### config.mk
export PLATFORM = sky130hd
export DESIGN_NAME = cla_chunk_sequencer
export DESIGN_NICKNAME = d
export VERILOG_FILES = /design/src/rtl/cla_chunk_sequencer.sv
export SDC_FILE = /design/constraint.sdc
export NUM_CORES = 1
export LEC_CHECK = 0
export CORE_ASPECT_RATIO = 1.5
export CORE_MARGIN = 5
export CORE_UTILIZATION = 40
export DETAILED_ROUTE_END_ITERATION = 10
export DONT_BUFFER_PORTS = 1
export GPL_ROUTABILITY_DRIVEN = 0
export HOLD_SLACK_MARGIN = 0.12
export SLEW_MARGIN = 10
export SYNTH_ARGS = -nofsm -noshare
export SYNTH_HDL_FRONTEND = slang
export SYNTH_SLANG_ARGS = --single-unit
### constraint.sdc
create_clock -name clk -period 4.9 [get_ports clk]
set_input_delay 0.49 -clock clk [delete_from_list [all_inputs] [get_ports clk]]
set_output_delay 0.49 -clock clk [all_outputs]
set_load 0.02 [all_outputs]
### src/rtl/cla_chunk_sequencer.sv
// Wide a+b+cin computed one CHUNK-bit slice per cycle through a shared two-half CLA,
// LSB chunk first, with the slice carry-out registered into the next chunk.
module cla_chunk_sequencer #(
  parameter int WIDTH = 32,
  parameter int CHUNK = 8
) (
  input  logic             clk,
  input  logic             rst_n,
  input  logic             in_valid,
  output logic             in_ready,
  input  logic [WIDTH-1:0] a,
  input  logic [WIDTH-1:0] b,
  input  logic             cin,
  output logic             out_valid,
  input  logic             out_ready,
  output logic [WIDTH-1:0] sum,
  output logic             cout,
  output logic             busy
);

  localparam int N     = WIDTH / CHUNK;
  localparam int HALF  = CHUNK / 2;
  localparam int IDX_W = (N > 1) ? $clog2(N) : 1;

  typedef enum logic [1:0] {IDLE, RUN, DONE} state_t;

  state_t             state_reg;
  logic [IDX_W-1:0]   idx_reg;
  logic               carry_reg;
  logic [WIDTH-1:0]   a_reg, b_reg, sum_reg;
  logic               cout_reg, in_ready_reg, out_valid_reg, busy_reg;

  logic [CHUNK-1:0]   a_chunk, b_chunk, p, g, chunk_sum;
  logic [1:0]         grp_p, grp_g;
  logic               c1, c2;

  assign a_chunk = a_reg[idx_reg*CHUNK +: CHUNK];
  assign b_chunk = b_reg[idx_reg*CHUNK +: CHUNK];
  assign p       = a_chunk ^ b_chunk;
  assign g       = a_chunk & b_chunk;

  // Two-group lookahead: carry into the hi half and out of the chunk.
  assign c1 = grp_g[0] | (carry_reg & grp_p[0]);
  assign c2 = grp_g[1] | (grp_g[0] & grp_p[1]) | (carry_reg & grp_p[0] & grp_p[1]);

  generate
    for (genvar gi = 0; gi < 2; gi++) begin : g_half
      logic            half_cin, gp, gg;
      logic [HALF-1:0] hsum;

      assign half_cin = (gi == 0) ? carry_reg : c1;
      assign gp       = &p[gi*HALF +: HALF];

      always_comb begin
        logic c;
        gg   = 1'b0;
        hsum = '0;
        c    = half_cin;
        for (int i = 0; i < HALF; i++) begin
          gg      = g[gi*HALF+i] | (p[gi*HALF+i] & gg);
          hsum[i] = p[gi*HALF+i] ^ c;
          c       = g[gi*HALF+i] | (p[gi*HALF+i] & c);
        end
      end

      assign grp_p[gi] = gp;
      assign grp_g[gi] = gg;
      assign chunk_sum[gi*HALF +: HALF] = hsum;
    end
  endgenerate

  always_ff @(posedge clk or negedge rst_n) begin
    if (!rst_n) begin
      state_reg     <= IDLE;
      idx_reg       <= '0;
      carry_reg     <= 1'b0;
      a_reg         <= '0;
      b_reg         <= '0;
      sum_reg       <= '0;
      cout_reg      <= 1'b0;
      in_ready_reg  <= 1'b1;
      out_valid_reg <= 1'b0;
      busy_reg      <= 1'b0;
    end else begin
      case (state_reg)
        IDLE: begin
          if (in_valid) begin
            a_reg        <= a;
            b_reg        <= b;
            carry_reg    <= cin;
            idx_reg      <= '0;
            state_reg    <= RUN;
            in_ready_reg <= 1'b0;
            busy_reg     <= 1'b1;
          end
        end
        RUN: begin
          sum_reg[idx_reg*CHUNK +: CHUNK] <= chunk_sum;
          carry_reg <= c2;
          if (idx_reg == IDX_W'(N - 1)) begin
            cout_reg      <= c2;
            idx_reg       <= '0;
            state_reg     <= DONE;
            out_valid_reg <= 1'b1;
          end else begin
            idx_reg <= idx_reg + 1'b1;
          end
        end
        DONE: begin
          // Result is held until the consumer takes it; new operands wait.
          if (out_ready) begin
            state_reg     <= IDLE;
            out_valid_reg <= 1'b0;
            busy_reg      <= 1'b0;
            in_ready_reg  <= 1'b1;
          end
        end
        default: state_reg <= IDLE;
      endcase
    end
  end

  assign in_ready  = in_ready_reg;
  assign out_valid = out_valid_reg;
  assign sum       = sum_reg;
  assign cout      = cout_reg;
  assign busy      = busy_reg;

endmodule
* Word-level counts from Yosys, hierarchy flattened
Cells that the tools add are included.
** Word-level totals
- Output and inout port bits :: 36
- Word-level logic and storage cells :: 92
- Register bits after elaboration :: 105
- Input bits :: 69
** Operators by class
- Add/subtract/negate cells :: 2
- Equal/unequal tests :: 6
- Reduce and logical (&&, ||, !) cells :: 12
- Bitwise gates (word level) :: 40
- Shifts and indexed selects :: 4
- Mux-type cells :: 18
** Operators with widths (count)
- 32-bit by 6-bit variable part select with 8-bit output :: 2
- 5-bit negation with 34-bit output :: 1
- 8-bit by 34-bit variable shift with 32-bit output, first input constant :: 1
- 8-bit by 34-bit variable part select with 32-bit output :: 1
- 32-bit bitwise mux :: 1
- 1-bit AND :: 15
- 1-bit bitwise OR :: 15
- 2-bit two-way mux :: 5
- 3-bit AND reduction :: 3
- 8-bit AND :: 1
- 1-bit case mux with 2 select lines :: 4
- 4-bit AND reduction :: 2
- 1-bit bitwise XOR :: 8
- 8-bit bitwise XOR :: 1
- 1-bit two-way mux :: 6
- 2-bit != test, second input constant :: 3
- 2-bit case mux with 3 select lines :: 1
- 2-bit AND reduction :: 3
- 2-bit nonzero test :: 3
- 2-bit equality test, second input constant :: 2
- 2-bit case mux with 2 select lines :: 1
- 2-bit by 1-bit adder with 2-bit output, second input constant :: 1
- 2-bit by 1-bit equality test with 1-bit output, second input constant :: 1
- 2-bit logical NOT :: 1

* Longest topological paths before layout
- Depth in word-level cells :: 18
- Depth in mapped cells :: 12
- Depth with buffers taken out :: 10

* Worst setup path after synthesis
No wires, ideal clock.
- Path type :: flip-flop to flip-flop
- From :: reg idx_reg[0]
- To :: reg sum_reg[7] (netlist: sum[7])
- Required time :: 4.766 ns
- Cell stages (with the launch flop) :: 11
- Slack :: 1.214 ns
- Period minus slack after synthesis :: 3.686 ns
- Setup time :: 0.134 ns
- Arrival time :: 3.553 ns
- Buffers on the path :: 1
- Cell sequence :: dfrtp_1 -> buf_1 -> mux4_2 -> ha_1 -> a21boi_0 -> nor3_1 -> fa_1 -> fa_1 -> fa_1 -> xor2_1 -> o21ai_0
** On the way
- Longest elaborated chain between the ends :: 18
- Elaborated cells between the ends (all ways) :: 37
- Classes of those cells :: add/sub: 1; shift: 4; mux: 1; bitwise: 30; reduce/logical: 1
** RTL lines
- start: declaration :: line 28 : logic [IDX_W-1:0] idx_reg;
- start signal: assignment :: line 106 : idx_reg <= idx_reg + 1'b1;
- 32-bit by 6-bit variable part select with 8-bit output (on tied branches) :: line 37, 38
- 8-bit bitwise XOR / 8-bit AND (equally long branches) :: line 39, 40
- 1-bit AND :: line 60 : gg = g[gi*HALF+i] | (p[gi*HALF+i] & gg);
- 1-bit bitwise OR :: line 60
- 1-bit AND :: line 60
- 1-bit bitwise OR :: line 60
- 1-bit AND :: line 60
- 1-bit bitwise OR :: line 60
- [2 not listed]
- 1-bit bitwise OR :: line 62 : c = g[gi*HALF+i] | (p[gi*HALF+i] & c);
- 1-bit AND :: line 62
- 1-bit bitwise OR :: line 62
- 1-bit AND :: line 62
- 1-bit bitwise OR :: line 62
- 1-bit bitwise XOR :: line 61 : hsum[i] = p[gi*HALF+i] ^ c;
- 8-bit by 34-bit variable part select with 32-bit output :: line 98 : sum_reg[idx_reg*CHUNK +: CHUNK] <= chunk_sum;
- 32-bit bitwise mux (*) :: line 98
- end signal: indexed assignment :: line 98
- end: declaration :: line 30 : logic [WIDTH-1:0] a_reg, b_reg, sum_reg;
Every way passes the cells marked *; elsewhere a longest branch is shown, timed or not.
A chain may end at the register's enable or synchronous reset.

* Final worst setup path
Same ends and word-level chain as after synthesis.

==> summary.txt <==
DR vias/cell: 5.36
Final ANT Viol Nets: 0
xor/xnor cell area share of the yosys netlist: 0.368%
DRC viols: 0
die area: 14,200 sq um
WL/cell: 20.7 microns
RSZ-0062 raised after global routing: false
vias: 2,754
fin crit period: 3950 ps
Synth Area in Adders: 6.21%
total CTS buffers: 9
Synth cell types: 32
Starting Density: 41.0%
mux cell area share after synthesis: 22.7%
Die H: 144 microns
Avg Cell Area, Syn: 13.4 sq um
fin. max-slew vios: 0
total gr overflow: 0
final hold slack: 289 ps
VDD IR max: 0.367 mV
Peak Freq: 253 MHz
final setup fails: 0
clk_lat worst skew: 350 ps
H-tree Lvls: 3
Gate power share: 46.6%
Final Util: 45.2%
most common cell after layout, fill and taps aside: dfrtp_1
Slew @ Worst Pin: 710 ps
port buffer count: 0
I/O pin count: 105
initial antenna violation count: 1
switching power: 0.00185 W
crit path max fanout: 14
largest area contributor in the netlist: dfrtp_1
core area: 11,600 sq um
switching share of power: 42.0%
status: completed
HPWL after detailed placement: 8020 microns
P_int: 0.00255 W
sequential share of the synthesized area: 55.3%
Die W: 99.0 microns
mapped cell area: 4760 sq um
# clock sinks: 105
sequential fraction of design power: 37.9%
largest family of logic cells by synthesized area: multiplexers
Max Buffers Root-to-Sink: 2
post-synth top area share: 54.7%
flop and latch count out of synthesis: 105
DR iter-0 viols: 48
compound-gate portion of the synthesized area: 6.23%
CP Class: flop to flop
synth warn: 0
simple logic cell fraction of the synthesized area: 6.31%
syn nets: 443
clock root buffer: clkbuf_16
critical path launch point type: flop
Clock transition at path regs: 70 ps
most frequent cells in the layout: dfrtp_1 (104), mux2_2 (64), nand2_1 (43)
Cells after Synth: 354
Setup crit end kind: flop
Worst Path Required: 5110 ps
Clock Skews: 7.65 ps
Cell Pwr Density: 840 nW/um^2
layout cells sized above 1: 31.8%
synth top area cells: dfrtp_1 (55%), mux2_2 (15%), mux4_2 (7.6%), ha_1 (3.7%), nand2_1 (3.4%)
Area growth, synth to finish: 10.0%
clock share of power: 15.5%
Post-CTS Repair Setup Buffers: 0
DRT Wirelength: 10,600 microns
first-pass GRT wire length: 16,900 microns
worst hold path class: primary input to flop
crit path DAT: 4160 ps
largest net degree at the start of global routing: 106
Final period util: 80.6%
First-pass DRT Iterations: 4
nets: 446
# Max-Cap Violations: 0
setup_tns: 0 ps
vias in the first global route: 3,045
CTS tree: yes
Leak: 2.25 nW
final hold violation count: 0
slew margin rel.: 52.7%
GRT Total Usage: 15.8%
row count: 48
==> power by group through the flow <==
stage               clock network (W)  logic (W)  registers [W]
floorplan                           0    0.00163        0.00153
global placement                    0    0.00198        0.00169
detailed placement                  0    0.00204        0.00170
CTS                          0.000700    0.00208        0.00168
global route                 0.000738    0.00229        0.00172
finish                       0.000681    0.00205        0.00167
==> worst max-delay path: stages, from the launching register on <==
cell	delay (ps)
dfrtp_1	800
buf_4	270
mux4_2	550
ha_1	310
nand2_1	50
nor2_1	150
nor3_1	90
fa_1	390
fa_1	400
fa_1	380
xor2_1	290
o21ai_0	130
==> final cells by class <==
cell class	instances	area (sq um)
diodes	2	5.00
clock buffers	10	239
clock inverters	6	42.5
fillers	1070	6360
inverters	16	60.1
multi-input cells	218	2000
flip-flops and latches	105	2630
well taps	150	188
repair buffers	7	75.1
==> cells by family (layout without fill, tap and decap cells) <==
group | after synthesis | in the layout
flip-flops | 105 | 105
multiplexers | 80 | 80
other | 0 | 2
adder cells (fa/ha/maj) | 20 | 20
AND/OR/NAND/NOR | 66 | 66
XOR/XNOR | 2 | 2
AO/OA/AOI/OAI | 50 | 50
buffers and inverters | 31 | 39
==> stage by stage <==
stage	cells	setup slack [ps]	total power, W	instance area (sq um)
2_1_floorplan	354	1210	0.00316	4760
3_3_place_gp	494	1020	0.00368	4910
3_5_place_dp	494	900	0.00374	4910
4_1_cts	512	887	0.00446	5230
5_1_grt	513	621	0.00475	5230
6_report	514	951	0.00440	5240
==> Yosys cell counts (all sizes together) <==
| library cell | n |
|---|---|
| buf | 13 |
| nor3 | 2 |
| o22ai | 1 |
| a22oi | 1 |
| dfstp | 1 |
| xor2 | 2 |
| o21ai | 34 |
| nand3 | 3 |
| or4 | 1 |
| a21boi | 2 |
| dfrtp | 104 |
| clkbuf | 2 |
| o31ai | 3 |
| nand4 | 1 |
| nor3b | 1 |
| ha | 14 |
| inv | 16 |
| mux2 | 64 |
| fa | 6 |
| or3 | 2 |
| mux4 | 16 |
| and2b | 1 |
| nor2 | 5 |
| nand2b | 4 |
| a21oi | 9 |
| nand2 | 46 |
==> final timing paths <==
check / cells past startpoint / endpoint / slack (ps) / startpoint
setup / recovery: 11 / sum[7] / 950 / idx_reg[0]
hold / removal: 1 / b_reg[0] / 290 / b[0]
setup reg to reg: 11 / sum[7] / 950 / idx_reg[0]
hold reg to reg: 1 / b_reg[6] / 510 / b_reg[6]
max in group asynchronous: 2 / sum[25] / 3760 / rst_n
min in group asynchronous: 2 / b_reg[13] / 770 / rst_n
==> metal layers <==
| metal | share of wire [%] | vias to the layer above | global-route usage [%] |
|---|---|---|---|
| met5 | 0 | - | 0 |
| met4 | 3.0 | 0 | 8.13 |
| met3 | 7.1 | 22 | 5.44 |
| met2 | 54 | 84 | 27.8 |
| met1 | 36 | 1400 | 16.5 |
| li1 | - | 1248 | - |
==> repair_timing <==
action | in CTS | in global routing
hold buffers | 2 | 0
setup endpoints to repair | 0 | 0
resized for setup | 0 | 0
endpoints found under the hold margin | 105 | 0
No activity file was read; power rests on OpenSTA's default activity.
